## src/rtl/jt900h_dmpctl_if.sv

```systemverilog
// Dump-port and byte-stream bundle between jt900h_dmpctl, the CPU register file and the stream sink.
// master: the dump controller; slave: register file plus sink side.
interface jt900h_dmpctl_if #(parameter int AW = 8);
    logic [AW-1:0] dmp_addr;
    logic [7:0]    dmp_dout;
    logic [7:0]    st_data;
    logic          st_valid;
    logic          st_ready;
    logic          st_last;

    modport master (output dmp_addr, st_data, st_valid, st_last,
                    input  dmp_dout, st_ready);
    modport slave  (input  dmp_addr, st_data, st_valid, st_last,
                    output dmp_dout, st_ready);
endinterface

```

## src/rtl/jt900h_dmpctl.sv

```systemverilog
// Register-dump controller: arbitrates two dump requesters, halts the CPU and streams the register file bytewise.
// Optional JT900H_DMPCTL_CHKSUM_EN appends a two's-complement checksum byte after the last register byte.
//
// state | meaning
// IDLE  | no dump; arbitrate pending requests
// HALT  | grant held, waiting for the CPU to acknowledge the freeze
// CAPT  | latch the register byte at dmp_addr onto the stream
// STRM  | byte presented, waiting for the sink handshake
// FIN   | dump complete; release CPU and grant
module jt900h_dmpctl #(
    parameter int DMP_LAST = 81,
    parameter int AW       = 8
) (
    input  logic       clk,
    input  logic       rst_n,
    input  logic       cen,
    input  logic [1:0] req,
    output logic [1:0] gnt,
    output logic       halt,
    input  logic       halted,
    output logic       done,
    output logic       abort,
    jt900h_dmpctl_if.master dmp
);
    typedef enum logic [2:0] {IDLE, HALT, CAPT, STRM, FIN} state_t;

    localparam logic [AW-1:0] ADDR_LAST = AW'(DMP_LAST);

    state_t        state, state_nx;
    logic [1:0]    gnt_nx;
    logic          halt_nx, done_nx, abort_nx;
    logic [AW-1:0] addr, addr_nx;
    logic [7:0]    data, data_nx;
    logic          valid, valid_nx, last, last_nx;
    logic          rr, rr_nx;
    logic          drop, drop_nx;
    logic          req_live, hs;
`ifdef JT900H_DMPCTL_CHKSUM_EN
    logic [7:0]    sum, sum_nx;
    logic          chk, chk_nx;
`endif

    assign req_live     = |(req & gnt);
    assign hs           = valid & dmp.st_ready;
    assign dmp.dmp_addr = addr;
    assign dmp.st_data  = data;
    assign dmp.st_valid = valid;
    assign dmp.st_last  = last;

    always_comb begin
        state_nx = state;
        gnt_nx   = gnt;
        halt_nx  = halt;
        done_nx  = 1'b0;
        abort_nx = 1'b0;
        addr_nx  = addr;
        data_nx  = data;
        valid_nx = valid;
        last_nx  = last;
        rr_nx    = rr;
        drop_nx  = drop;
`ifdef JT900H_DMPCTL_CHKSUM_EN
        sum_nx   = sum;
        chk_nx   = chk;
`endif
        case (state)
            IDLE: begin
                if (|req) begin
                    // rr=1 means requester 1 wins a tie
                    if (req == 2'b11) gnt_nx = rr ? 2'b10 : 2'b01;
                    else              gnt_nx = req;
                    halt_nx  = 1'b1;
                    addr_nx  = '0;
                    drop_nx  = 1'b0;
`ifdef JT900H_DMPCTL_CHKSUM_EN
                    sum_nx   = 8'd0;
                    chk_nx   = 1'b0;
`endif
                    state_nx = HALT;
                end
            end
            HALT: begin
                if (!req_live) begin
                    abort_nx = 1'b1;
                    halt_nx  = 1'b0;
                    gnt_nx   = 2'b00;
                    state_nx = IDLE;
                end else if (halted) begin
                    state_nx = CAPT;
                end
            end
            CAPT: begin
                valid_nx = 1'b1;
`ifdef JT900H_DMPCTL_CHKSUM_EN
                if (chk) begin
                    data_nx = 8'd0 - sum;
                    last_nx = 1'b1;
                end else begin
                    data_nx = dmp.dmp_dout;
                    sum_nx  = sum + dmp.dmp_dout;
                    last_nx = 1'b0;
                end
`else
                data_nx  = dmp.dmp_dout;
                last_nx  = (addr == ADDR_LAST);
`endif
                if (!req_live) drop_nx = 1'b1;
                state_nx = STRM;
            end
            STRM: begin
                // a dropped request is remembered so the presented byte still completes
                if (!req_live) drop_nx = 1'b1;
                if (hs) begin
                    valid_nx = 1'b0;
                    last_nx  = 1'b0;
                    if (last) begin
                        state_nx = FIN;
                    end else if (drop || !req_live) begin
                        abort_nx = 1'b1;
                        halt_nx  = 1'b0;
                        gnt_nx   = 2'b00;
                        addr_nx  = '0;
                        state_nx = IDLE;
                    end else begin
`ifdef JT900H_DMPCTL_CHKSUM_EN
                        if (addr == ADDR_LAST) chk_nx  = 1'b1;
                        else                   addr_nx = addr + AW'(1);
`else
                        addr_nx = addr + AW'(1);
`endif
                        state_nx = CAPT;
                    end
                end
            end
            FIN: begin
                done_nx  = 1'b1;
                halt_nx  = 1'b0;
                gnt_nx   = 2'b00;
                rr_nx    = gnt[0];
                addr_nx  = '0;
                state_nx = IDLE;
            end
            default: state_nx = IDLE;
        endcase
    end

    always_ff @(posedge clk or negedge rst_n) begin
        if (!rst_n) begin
            state <= IDLE;
            gnt   <= 2'b00;
            halt  <= 1'b0;
            done  <= 1'b0;
            abort <= 1'b0;
            addr  <= '0;
            data  <= 8'd0;
            valid <= 1'b0;
            last  <= 1'b0;
            rr    <= 1'b0;
            drop  <= 1'b0;
`ifdef JT900H_DMPCTL_CHKSUM_EN
            sum   <= 8'd0;
            chk   <= 1'b0;
`endif
        end else if (cen) begin
            state <= state_nx;
            gnt   <= gnt_nx;
            halt  <= halt_nx;
            done  <= done_nx;
            abort <= abort_nx;
            addr  <= addr_nx;
            data  <= data_nx;
            valid <= valid_nx;
            last  <= last_nx;
            rr    <= rr_nx;
            drop  <= drop_nx;
`ifdef JT900H_DMPCTL_CHKSUM_EN
            sum   <= sum_nx;
            chk   <= chk_nx;
`endif
        end
    end
endmodule

```

## src/flat_wrapper.sv

```systemverilog
// flat-port wrapper written by rule: the top's interface ports become plain ports
module jt900h_dmpctl_flat 
#(
    parameter int DMP_LAST = 81,
    parameter int AW       = 8
)
  (clk, rst_n, cen, req, gnt, halt, halted, done, abort, dmp_dmp_addr, dmp_st_data, dmp_st_valid, dmp_st_last, dmp_dmp_dout, dmp_st_ready);
  jt900h_dmpctl_if #(.AW(AW)) dmp_i ();
  input  logic clk;
  input  logic rst_n;
  input  logic cen;
  input  logic [1:0] req;
  output logic [1:0] gnt;
  output logic halt;
  input  logic halted;
  output logic done;
  output logic abort;
  output wire logic [$bits(dmp_i.dmp_addr)-1:0] dmp_dmp_addr;
  output wire logic [$bits(dmp_i.st_data)-1:0] dmp_st_data;
  output wire logic [$bits(dmp_i.st_valid)-1:0] dmp_st_valid;
  output wire logic [$bits(dmp_i.st_last)-1:0] dmp_st_last;
  input wire logic [$bits(dmp_i.dmp_dout)-1:0] dmp_dmp_dout;
  input wire logic [$bits(dmp_i.st_ready)-1:0] dmp_st_ready;
  assign dmp_dmp_addr = dmp_i.dmp_addr;
  assign dmp_st_data = dmp_i.st_data;
  assign dmp_st_valid = dmp_i.st_valid;
  assign dmp_st_last = dmp_i.st_last;
  assign dmp_i.dmp_dout = dmp_dmp_dout;
  assign dmp_i.st_ready = dmp_st_ready;
  jt900h_dmpctl #(.DMP_LAST(DMP_LAST), .AW(AW)) u_core (.clk(clk), .rst_n(rst_n), .cen(cen), .req(req), .gnt(gnt), .halt(halt), .halted(halted), .done(done), .abort(abort), .dmp(dmp_i));
endmodule
```

## config.mk

```make
export PLATFORM = sky130hd
export DESIGN_NAME = jt900h_dmpctl_flat
export DESIGN_NICKNAME = d
export VERILOG_FILES = /design/src/rtl/jt900h_dmpctl_if.sv /design/src/rtl/jt900h_dmpctl.sv /design/src/flat_wrapper.sv
export SDC_FILE = /design/constraint.sdc
export NUM_CORES = 1
export LEC_CHECK = 0
export BUFFER_PORTS_ARGS = -buffer_cell sky130_fd_sc_hd__buf_2
export CAP_MARGIN = 20
export CORE_MARGIN = 5
export CORE_UTILIZATION = 51
export CTS_CLUSTER_DIAMETER = 50
export DETAILED_ROUTE_END_ITERATION = 8
export PLACE_DENSITY_LB_ADDON = 0.15
export SYNTH_ARGS = -nofsm -noshare
export SYNTH_HDL_FRONTEND = slang
export SYNTH_SLANG_ARGS = --single-unit
```

## constraint.sdc

```tcl
create_clock -name clk -period 2 [get_ports clk]
set_input_delay 0.1 -clock clk [delete_from_list [all_inputs] [get_ports clk]]
set_output_delay 0.1 -clock clk [all_outputs]
set_load 0.03 [all_outputs]
```

# After elaboration in Yosys (flattened, before gate mapping)

Cells that the tools add are included.

Bits in registers: 28
Logic and storage cells: 82
Input bits: 15
Output and inout bits: 23

Bitwise gates (word level): 2
Eq/ne operators: 13
Reduce and logical (&&, ||, !) cells: 17
Muxes and demuxes: 38
Add/subtract/negate cells: 1

Operators by type and width:

| cell                                                                   | number |
|---|---|
| 8-bit 2-to-1 mux                                                       | 4 |
| 8-bit case mux with 3 select lines                                     | 1 |
| 2-bit 2-to-1 mux                                                       | 8 |
| 3-bit 2-to-1 mux                                                       | 5 |
| 1-bit 2-to-1 mux                                                       | 13 |
| 3-bit case mux with 4 select lines                                     | 1 |
| 8-bit by 1-bit adder with 8-bit output (second input constant)         | 1 |
| 8-bit by 7-bit equality test with 1-bit output (second input constant) | 1 |
| 1-bit case mux with 2 select lines                                     | 4 |
| 2-bit case mux with 4 select lines                                     | 1 |
| 4-bit AND reduction                                                    | 2 |
| 7-bit AND reduction                                                    | 1 |
| 3-bit by 2-bit equality test with 1-bit output (second input constant) | 2 |
| 2-bit by 1-bit != test with 1-bit output (second input constant)       | 3 |
| 2-bit != test (second input constant)                                  | 3 |
| 2-bit OR reduction                                                     | 3 |
| 5-bit AND reduction                                                    | 1 |
| 1-bit case mux with 4 select lines                                     | 1 |
| 2-bit AND reduction                                                    | 2 |
| 2-bit nonzero test                                                     | 2 |
| 4-bit nonzero test                                                     | 1 |
| 3-bit by 1-bit equality test with 1-bit output (second input constant) | 1 |
| 3-bit equality test (second input constant)                            | 1 |
| 3-bit logical NOT                                                      | 1 |
| 8 further kinds                                                        | 8 |

# Depth between registers and ports, before layout

Gate-level depths: netlist of the first run.

Depth in word-level cells: 8
Depth in mapped cells: 6

# Worst setup path before layout of the first run

Ideal clock, no wire load.

Path kind: flip-flop to flip-flop
From: register u_core.gnt[0]
To: register u_core.gnt[0]
Arrival: 1.573 ns
Period minus slack after synthesis: 1.701 ns
Path buffers: 0
Stages on the path, launching flop included: 5
Required time: 1.872 ns
Setup slack: 0.299 ns
Path through: dfrtp_1 a22oi_2 o21ai_1 a32oi_1 mux2_1

Word-level cells in the longest chain between the ends: 6

RTL lines:

| what                                                      | RTL line             | text |
|---|---|---|
| from (decl)                                               | jt900h_dmpctl.sv:18  | `output logic [1:0] gnt,` |
| from (signal assigned)                                    | jt900h_dmpctl.sv:166 | `gnt <= gnt_nx;` |
| 2-bit bitwise AND (*)                                     | jt900h_dmpctl.sv:43  | `assign req_live = \|(req & gnt);` |
| 2-bit OR reduction (*)                                    | jt900h_dmpctl.sv:43  |  |
| 1-bit logical NOT                                         | n/a                  |  |
| 1-bit logical OR                                          | jt900h_dmpctl.sv:118 | `end else if (drop \|\| !req_live) begin` |
| 2-bit by 1-bit != test with 1-bit output (no source line) | n/a                  |  |
| 7-bit AND reduction (no source line) (*)                  | n/a                  |  |

Mark *: on every way between the ends. The rest lies on a longest branch, timed or not.
A chain may end at the register's enable or synchronous reset.

# Final worst setup path of the first run

From: register u_core.state[1]
To: register u_core.addr[2], in the netlist u_core.dmp.dmp_addr[2]

Word-level cells in the longest chain between the ends: 3

RTL lines:

| what                                                                         | RTL line             | text |
|---|---|---|
| from (decl)                                                                  | jt900h_dmpctl.sv:29  | `state_t state, state_nx;` |
| from (signal assigned)                                                       | jt900h_dmpctl.sv:165 | `state <= state_nx;` |
| 3-bit by 2-bit equality test with 1-bit output, or another cell as far along | jt900h_dmpctl.sv:66  | `case (state)` |
| 2-bit != test (no source line), or another cell as far along                 | n/a                  |  |
| 5-bit AND reduction (no source line)                                         | n/a                  |  |
| to (signal assigned)                                                         | jt900h_dmpctl.sv:170 | `addr <= addr_nx;` |
| to (decl)                                                                    | jt900h_dmpctl.sv:32  | `logic [AW-1:0] addr, addr_nx;` |

Parallel ways exist; a longest one is shown, timed or not.

==> results of run 1 <==
-- through the flow --
stage / worst slack (ns) / std cells / area (um2) / utilization, %
final: 0.148 / 217 / 1800 / 66.5
after detailed placement: 0.189 / 204 / 1660 / 61.2
after floorplan: 0.299 / 136 / 1420 / -
after CTS: 0.153 / 217 / 1800 / 66.5
after global placement: 0.255 / 204 / 1660 / 61.2
after global routing: 0.0435 / 217 / 1800 / 66.5
-- cells by family after synthesis --
kind of cell	after synthesis	share of synthesized area (%)
flops	28	49.2
buf+inv	9	2.90
mux	11	8.70
simple gates	51	20.9
fa+ha+maj	2	1.76
compound gates	35	16.5
-- registers in the layout, summed over array words and instances (netlist names) --
name	cells
u_core.dmp.dmp_addr	8
u_core.dmp.st_data	8
u_core.state	3
u_core.gnt	2
u_core.abort	1
u_core.dmp.st_last	1
u_core.dmp.st_valid	1
u_core.done	1
u_core.drop	1
u_core.halt	1
u_core.rr	1
-- what timing repair did --
item                      4_1_cts  5_1_grt
hold endpoints to repair       36        0
gates resized for setup         0        0
hold buffers                    9        0
-- critical path, delay by kind of cell, from the launching register on --
kind                   cells  cell delay [ns]
and+or+nand+nor            2             0.82
AOI/OAI and AO/OA          2             0.28
DFF                        1             0.52
buffers and inverters      1             0.18
-- layer usage --
| layer | wire, um | share of wire [%] | up-vias | track usage, % |
|---|---|---|---|---|
| met1 | 1400 | 44 | 587 | 22.6 |
| met4 | 54 | 1.7 | 0 | 7.16 |
| met5 | 0 | 0 | - | 0 |
| li1 | - | - | 609 | - |
| met3 | 141 | 4.4 | 6 | 3.06 |
| met2 | 1610 | 50 | 36 | 31.3 |
-- synthesized netlist by cell type, types with 2 or more instances --
| master | count | area share (%) |
|---|---|---|
| a22o_1 | 2 | 1.2 |
| a21oi_1 | 6 | 2.1 |
| o21ai_1 | 7 | 2.5 |
| nor2_1 | 3 | 0.79 |
| ha_1 | 2 | 1.8 |
| nand2b_1 | 2 | 0.88 |
| dfrtp_1 | 28 | 49 |
| o31ai_1 | 5 | 2.6 |
| nand3_1 | 5 | 1.8 |
| inv_1 | 4 | 1.1 |
| o21ai_0 | 6 | 2.1 |
| nand4_1 | 2 | 0.88 |
| nand4b_1 | 2 | 1.2 |
| mux2_1 | 10 | 7.9 |
| and3_1 | 2 | 0.88 |
| or3_1 | 5 | 2.2 |
| nor4_1 | 2 | 0.88 |
| buf_2 | 3 | 1.1 |
| nand2_1 | 17 | 4.5 |
| a22oi_2 | 2 | 1.8 |
-- worst paths after layout --
path / from / to / slack [ns] / depth (start not counted)
max reg2reg: u_core.state[1] / u_core.dmp.dmp_addr[2] / 0.15 / 5
max: u_core.state[1] / u_core.dmp.dmp_addr[2] / 0.15 / 5
min in group asynchronous: rst_n / u_core.halt / 0.30 / 2
min reg2reg: u_core.dmp.st_data[1] / u_core.dmp.st_data[1] / 0.50 / 1
min: dmp_st_ready / u_core.state[2] / 0.05 / 3
max in group asynchronous: rst_n / u_core.state[2] / 1.32 / 2
-- power breakdown --
group          leakage (uW)  internal, uW  switching, uW
clock             0.0000279           203            167
sequential         0.000358           734            157
combinational      0.000455           365            644
total              0.000841          1300            967
-- final cells by class --
cell class | count | area, um2
multi-input cells | 99 | 682
clock inverters | 1 | 30.0
repair buffers | 51 | 313
fillers | 247 | 908
clock buffers | 3 | 22.5
flip-flops and latches | 28 | 701
inverters | 4 | 15.0
well taps | 31 | 38.8
==> results_dict.tcl, run 1 <==
set metrics [dict create \
    status "finished clean" \
    grt-ovfl-total 0 \
    worstPathMaxFanout 14 \
    antenna_found_initial 0 \
    die_h_um 62.8 \
    power_density_nw_per_um2 1260 \
    clockBufferDepth 2 \
    dieArea_um2 3950 \
    final_common_cell "buf_2" \
    synth_area_um2 1420 \
    antenna_cells 0 \
    cts_setup_buffers 0 \
    synth_fp_nets 153 \
    portBuffers 37 \
    power_uw 2270 \
    syn_area_per_cell_um2 10.5 \
    crit_type "reg2reg" \
    maxCapViolCount 0 \
    grt_pass1_vias 1312 \
    clock.fmax_ghz 0.540 \
    htree_levels 1 \
    synth_edf_count 0 \
    drt_iter0_drc 78 \
    totalWireLength_mm 3.21 \
    cts_buffers 3 \
    finClkSkew_ns 0.000980 \
    timing.hold.ws_ns 0.0545 \
    dp.final_hpwl_mm 2.38 \
    grt_pass1_wl_mm 5.89 \
    syn_inst 136 \
    fin_crit_ns 1.85 \
    cts.sinks 28 \
    row_count 19 \
    async_flop_share_pct 100 \
    nets 204 \
    clkTransAtPathRegs_ns 0.15 \
    ys_warn_count 0 \
    hold_path.class "in2reg" \
    fp.coreArea_um2 2710 \
    finalSetupTns_ns 0 \
    avgRoutedWirePerCell_um 14.8 \
    cpPeakStageDelay_ns 0.53 \
    final_max_slew_viol_count 0 \
    timing.final.crit_share_pct 92.6 \
    clk_latency_ns 0.32 \
    ant_nets 0 \
    final_layout_size_suffix_gt1_share_pct 28.0 \
    setup_violations 0 \
    initial_core_util_pct 52.5 \
    avgViaCountPerCell 5.71 \
    mostFrequentLayoutCells "buf_2 (37), dfrtp_1 (28), nand2_1 (17), mux2_1 (10), dlygate4sd3_1 (9)" \
    io_pins 38 \
    slowest_stage "or4_4" \
    grt_max_degree 29 \
    worst_slew_pin_slew_ns 0.605 \
    slew_headroom_pct 59.7 \
    drc 0 \
    grt_use_total_pct 18.2 \
    ys_types 41 \
    cts-root-buf "clkbuf_4" \
    final_hold_viol_count 0 \
    leakage_uw 0.000841 \
    grt_setup_unrepaired "false" \
    syn_to_final_growth_pct 26.5 \
    critPathArrivalTime_ns 2.11 \
    route.vias.total 1238 \
    path_cells "nor3b_2 > a22oi_2 > buf_4 > or4_4 > o21ai_1" \
    yosysSeqAreaShare_pct 49.2 \
    drtPass1Iterations 4 \
    die_x_um 62.8 \
    cp-end-kind "register" \
    cts_tree "built" \
    vdd_drop_max_mv 1.15 \
    globalplace.congestion 0.809 \
    crit_required_ns 2.26 \
    synth_flop_cell "dfrtp_1" \
    synth_seq_cells 28 \
    start_kind "register" \
]
(Power assumes the default switching activity.)
==> run 2: changes to the inputs <==
Settings changed: GPL_TIMING_DRIVEN set to 0.
==> run 2 against run 1 <==
  * Critical path depth is the same
  * Global-route usage down 0.50 points
  * Via count is 2.5% higher
  * First-iteration DRC count grew 12%
  * Largest cell class unchanged
  * Non-clock buffer count unchanged
  * Worst hold slack got worse by 0.022 ns
  * Count of clock-buffer cells in the layout unchanged
  * Critical path type unchanged
==> results_dict.tcl, run 2 (synthesized netlist as in run 1, its figures left out) <==
set metrics [dict create \
    status "finished clean" \
    power_frac_comb_pct 44.7 \
    htree_levels 1 \
    final_hold_viol_count 0 \
    die_h_um 62.8 \
    p_switching_uw 976 \
    final_max_slew_viol_count 0 \
    netSwitchingFraction_pct 43.3 \
    clockBufferDepth 2 \
    portBuffers 37 \
    avgViaCountPerCell 5.85 \
    setup_violations 0 \
    antenna_cells 0 \
    grt_max_degree 29 \
    cp-end-kind "register" \
    leakage_uw 0.000835 \
    finClkSkew_ns 0.00916 \
    cts.sinks 28 \
    internal_power_uw 1280 \
    drc 0 \
    drt_iter0_drc 87 \
    slew_headroom_pct 59.3 \
    initial_core_util_pct 52.5 \
    die_x_um 62.8 \
    mostFrequentLayoutCells "buf_2 (40), dfrtp_1 (28), nand2_1 (17), mux2_1 (10), dlygate4sd3_1 (9)" \
    route.vias.total 1269 \
    sequentialPowerShare_pct 38.7 \
    worst_slew_pin_slew_ns 0.610 \
    maxCapViolCount 0 \
    cts_buffers 3 \
    worstPathMaxFanout 10 \
    critPathArrivalTime_ns 2.05 \
    timing.hold.ws_ns 0.0322 \
    hold_path.class "in2reg" \
    dieArea_um2 3950 \
    grt-ovfl-total 0 \
    hp-start "dmp_st_ready" \
    avgRoutedWirePerCell_um 15.0 \
    power_density_nw_per_um2 1260 \
    cts-root-buf "clkbuf_4" \
    row_count 19 \
    globalplace.congestion 0.784 \
    reg2reg_to "u_core.gnt[1]" \
    hold_depth 3 \
    crit_type "reg2reg" \
    min_to "u_core.state[2]" \
    grt_setup_unrepaired "false" \
    clock.fmax_ghz 0.549 \
    ctsResizeCount 0 \
    antenna_found_initial 0 \
    rr_startpoint "u_core.state[0]" \
    drtPass1Iterations 4 \
    nets 204 \
    clock_power_share_pct 16.7 \
    syn_to_final_growth_pct 25.7 \
    fin_crit_ns 1.82 \
    cts_hold_buf 9 \
    r2r_slack_ns 0.18 \
    timing.final.crit_share_pct 91.1 \
    grt_use_total_pct 17.7 \
    totalWireLength_mm 3.26 \
    fp.coreArea_um2 2710 \
    crit_required_ns 2.23 \
    final_common_cell "buf_2" \
    io_pins 38 \
    grt_pass1_wl_mm 5.85 \
    clkTransAtPathRegs_ns 0.16 \
    finalSetupTns_ns 0 \
    cts_tree "built" \
    clk_latency_ns 0.33 \
    final_layout_size_suffix_gt1_share_pct 27.4 \
    vdd_drop_max_mv 0.969 \
    dp.final_hpwl_mm 2.42 \
    start_kind "register" \
    cts_setup_buffers 0 \
    ant_nets 0 \
    reg2regPathDepth 5 \
    grt_pass1_vias 1279 \
]
run 2: cell types whose count changed in the layout (fill, tap and decap cells not counted), sizes merged:
| cell | delta |
|---|---|
| buf | -1 |
| clkbuf | +1 |
run 2: layer usage:
layer	GRT usage (%)	wire length, um
met5	0	0
met4	4.51	27
met3	2.88	184
met2	32.1	1700
met1	21.7	1350
run 2: cell type report:
cell class,instances,area [um2]
Clock inverter,1,30.0
Multi-Input combinational cell,99,682
Sequential cell,28,701
Clock buffer,3,22.5
Inverter,4,15.0
Timing Repair Buffer,46,275
Buffer,5,26.3
Tap cell,31,38.8
Fill cell,229,920
run 2: how the worst max path moves through the flow:
stage,slack (ns),start,endpoint
after floorplan,0.30,u_core.gnt[0],u_core.gnt[0]
after global placement,0.23,u_core.state[0],u_core.gnt[0]
after detailed placement,0.21,u_core.state[0],u_core.gnt[0]
after CTS,0.18,u_core.state[0],u_core.gnt[0]
after global routing,0.05,u_core.state[0],u_core.gnt[1]
final,0.18,u_core.state[0],u_core.gnt[1]
run 2: stage by stage:
stage	util (%)	instances	setup WS [ns]	power (uW)	instance area [um2]
final	66.1	217	0.179	2250	1790
after global routing	66.1	217	0.0461	2400	1790
after CTS	66.1	217	0.182	2260	1790
after detailed placement	60.8	204	0.211	1870	1650
after global placement	60.8	204	0.232	1840	1650
after floorplan	-	136	0.299	1580	1420
run 2: worst max-delay path, stage by stage, from the launching register on:
cell and delay [ns]:
dfrtp_1 0.41, buf_2 0.24, and2b_1 0.26, o211ai_1 0.11
a32oi_1 0.34, mux2_1 0.36
run 2: power by group through the flow:
stage	Clock (uW)	Sequential (uW)	Combinational [uW]
2_1_floorplan	0	1150	426
3_3_place_gp	0	873	968
3_5_place_dp	0	882	991
4_1_cts	383	869	1010
5_1_grt	412	898	1090
6_report	375	871	1010
==> run 3: changes to the inputs <==
Settings changed: CORE_UTILIZATION 51 to 54, CTS_BUF_LIST set to sky130_fd_sc_hd__clkbuf_2 sky130_fd_sc_hd__clkbuf_4 sky130_fd_sc_hd__clkbuf_8.
==> run 3 against run 2 <==
  * Count of clock-buffer cells in the layout did not move
  * Utilization rose by 4.3 points
  * Sequential cell count did not move
  * Global-route usage rose by 3.3 points
  * Critical endpoint unchanged
  * Largest cell class unchanged
  * Via count rose by 2.3%
  * Highest routed layer unchanged
  * Critical path type unchanged
  * Worst setup slack got worse by 0.043 ns
  * Clock power fell by 37%
  * Critical path depth fell by 1
  * Clock skew fell by 0.0033 ns
  * Fmax fell by 2.3%
  * Sequential share of layout area rose by 0.70 points
  * Worst hold slack improved by 0.027 ns
==> results_dict.tcl, run 3 (synthesized netlist as in run 1, its figures left out) <==
set metrics [dict create \
    cp-end-kind "register" \
    power_density_nw_per_um2 1210 \
    crit_type "reg2reg" \
    htree_levels 1 \
    finClkSkew_ns 0.00588 \
    drtPass1Iterations 5 \
    ant_nets 0 \
    initial_core_util_pct 57.0 \
    wl_met3_um 255 \
    clock.fmax_ghz 0.536 \
    leakage_uw 0.000820 \
    vdd_drop_max_mv 1.15 \
    cp_top_family "compound AO/OA/AOI/OAI gates" \
    final_hold_viol_count 0 \
    r2r_slack_ns 0.14 \
    grt_pass1_vias 1298 \
    fin_crit_ns 1.86 \
    worstPathMaxFanout 10 \
    avgRoutedWirePerCell_um 16.3 \
    portBuffers 37 \
    clockBufferDepth 2 \
    reg2regPathDepth 4 \
    hold_path.class "in2reg" \
    drt_iter0_drc 77 \
    wl_met2_mm 1.69 \
    dieArea_um2 3760 \
    grt_max_degree 29 \
    top_layer "met4" \
    worst_slew_pin_slew_ns 0.634 \
    die_x_um 61.4 \
    timing.final.crit_share_pct 93.2 \
    cts-root-buf "clkbuf_4" \
    crit_required_ns 2.23 \
    grt-ovfl-total 0 \
    path_buf_inv 0 \
    final_common_cell "buf_2" \
    nFillCells 201 \
    row_count 18 \
    reg2reg_to "u_core.gnt[1]" \
    dp.final_hpwl_mm 2.44 \
    io_pins 38 \
    wl_met1_mm 1.50 \
    antenna_found_initial 0 \
    slew_headroom_pct 57.7 \
    die_h_um 61.4 \
    route.vias.total 1298 \
    drc 0 \
    fp.coreArea_um2 2500 \
    slowest_stage "a22oi_2" \
    final_layout_size_suffix_gt1_share_pct 27.0 \
    final_max_slew_viol_count 0 \
    finish.utilization_pct 70.4 \
    finalSetupTns_ns 0 \
    cts_tree "built" \
    globalplace.congestion 0.806 \
    grt_setup_unrepaired "false" \
    start_kind "register" \
    grt_use_total_pct 21.0 \
    rr_startpoint "u_core.gnt[1]" \
    grt_pass1_wl_mm 5.87 \
    antenna_cells 0 \
    hp-start "dmp_st_ready" \
    totalWireLength_mm 3.49 \
    syn_to_final_growth_pct 23.6 \
    mostFrequentLayoutCells "buf_2 (40), dfrtp_1 (28), nand2_1 (17), mux2_1 (10), dlygate4sd3_1 (9)" \
    hold_depth 3 \
    nets 204 \
    avgViaCountPerCell 6.04 \
    path_cells "a22oi_2 > o21ai_1 > a32oi_1 > mux2_1" \
    clk_latency_ns 0.33 \
    cts.sinks 28 \
    cpPeakStageDelay_ns 0.45 \
    min_to "u_core.state[2]" \
    status "finished clean" \
    cts_buffers 3 \
    clkTransAtPathRegs_ns 0.14 \
    setup_violations 0 \
    critPathArrivalTime_ns 2.09 \
    maxCapViolCount 0 \
]
==> run 3: cell types whose count changed in the layout (fill, tap and decap cells not counted), sizes merged <==
cell,before,now
bufinv,1,0
==> run 3: layout make-up <==
class	count	area [um2]	area share, %
Buffer	5	26.3	1.49
Clock buffer	3	22.5	1.28
Inverter	4	15.0	0.853
Multi-Input combinational cell	99	682	38.8
Sequential cell	28	701	39.8
Tap cell	30	37.5	2.13
Timing Repair Buffer	46	275	15.6
==> run 3: worst max path at each step <==
stage | slack, ns | endpoint | from | cells past startpoint
4_1_cts | 0.12 | u_core.gnt[1] | u_core.gnt[0] | 4
5_1_grt | 0.02 | u_core.gnt[1] | u_core.gnt[1] | 4
3_5_place_dp | 0.14 | u_core.gnt[1] | u_core.gnt[0] | 4
2_1_floorplan | 0.30 | u_core.gnt[0] | u_core.gnt[0] | 4
3_3_place_gp | 0.26 | u_core.gnt[1] | u_core.state[0] | 5
6_report | 0.14 | u_core.gnt[1] | u_core.gnt[1] | 4
==> run 3: through the flow <==
step / cells / power (uW) / hold WS (ns) / setup slack, ns / cell area, um2
final: 215 / 2120 / 0.0592 / 0.135 / 1760
after global routing: 215 / 2260 / 0.0600 / 0.0155 / 1760
after CTS: 215 / 2130 / 0.0525 / 0.124 / 1760
after detailed placement: 203 / 1880 / 0.154 / 0.140 / 1650
after global placement: 203 / 1830 / 0.144 / 0.259 / 1650
after floorplan: 136 / 1580 / -0.196 / 0.299 / 1420
==> run 3: power by group <==
group	total (uW)	internal [uW]	switching (uW)
sequential	879	734	144
combinational	1010	339	670
clock	235	70.9	165
total	2120	1140	979
==> run 3: repair_timing <==
action,4_1_cts,5_1_grt
setup endpoints to repair,0,1
resized for setup,0,0
hold endpoints to repair,36,0
hold buffers,9,0
buffers inserted,0,0
==> run 3: tightest hold or removal path: cells and delay by family <==
| family | cells | cell delay (ns) |
|---|---|---|
| AO/OA/AOI/OAI | 1 | 0.06 |
| AND/OR/NAND/NOR | 1 | 0.08 |
| buffers and inverters | 1 | 0.12 |
==> run 3: layer usage <==
layer  global-route usage, %  vias to the layer above
met2                    35.3                       53
met1                    26.5                      634
met4                    9.39                        0
met3                    3.77                        9
li1                        -                      602
met5                       0                        -
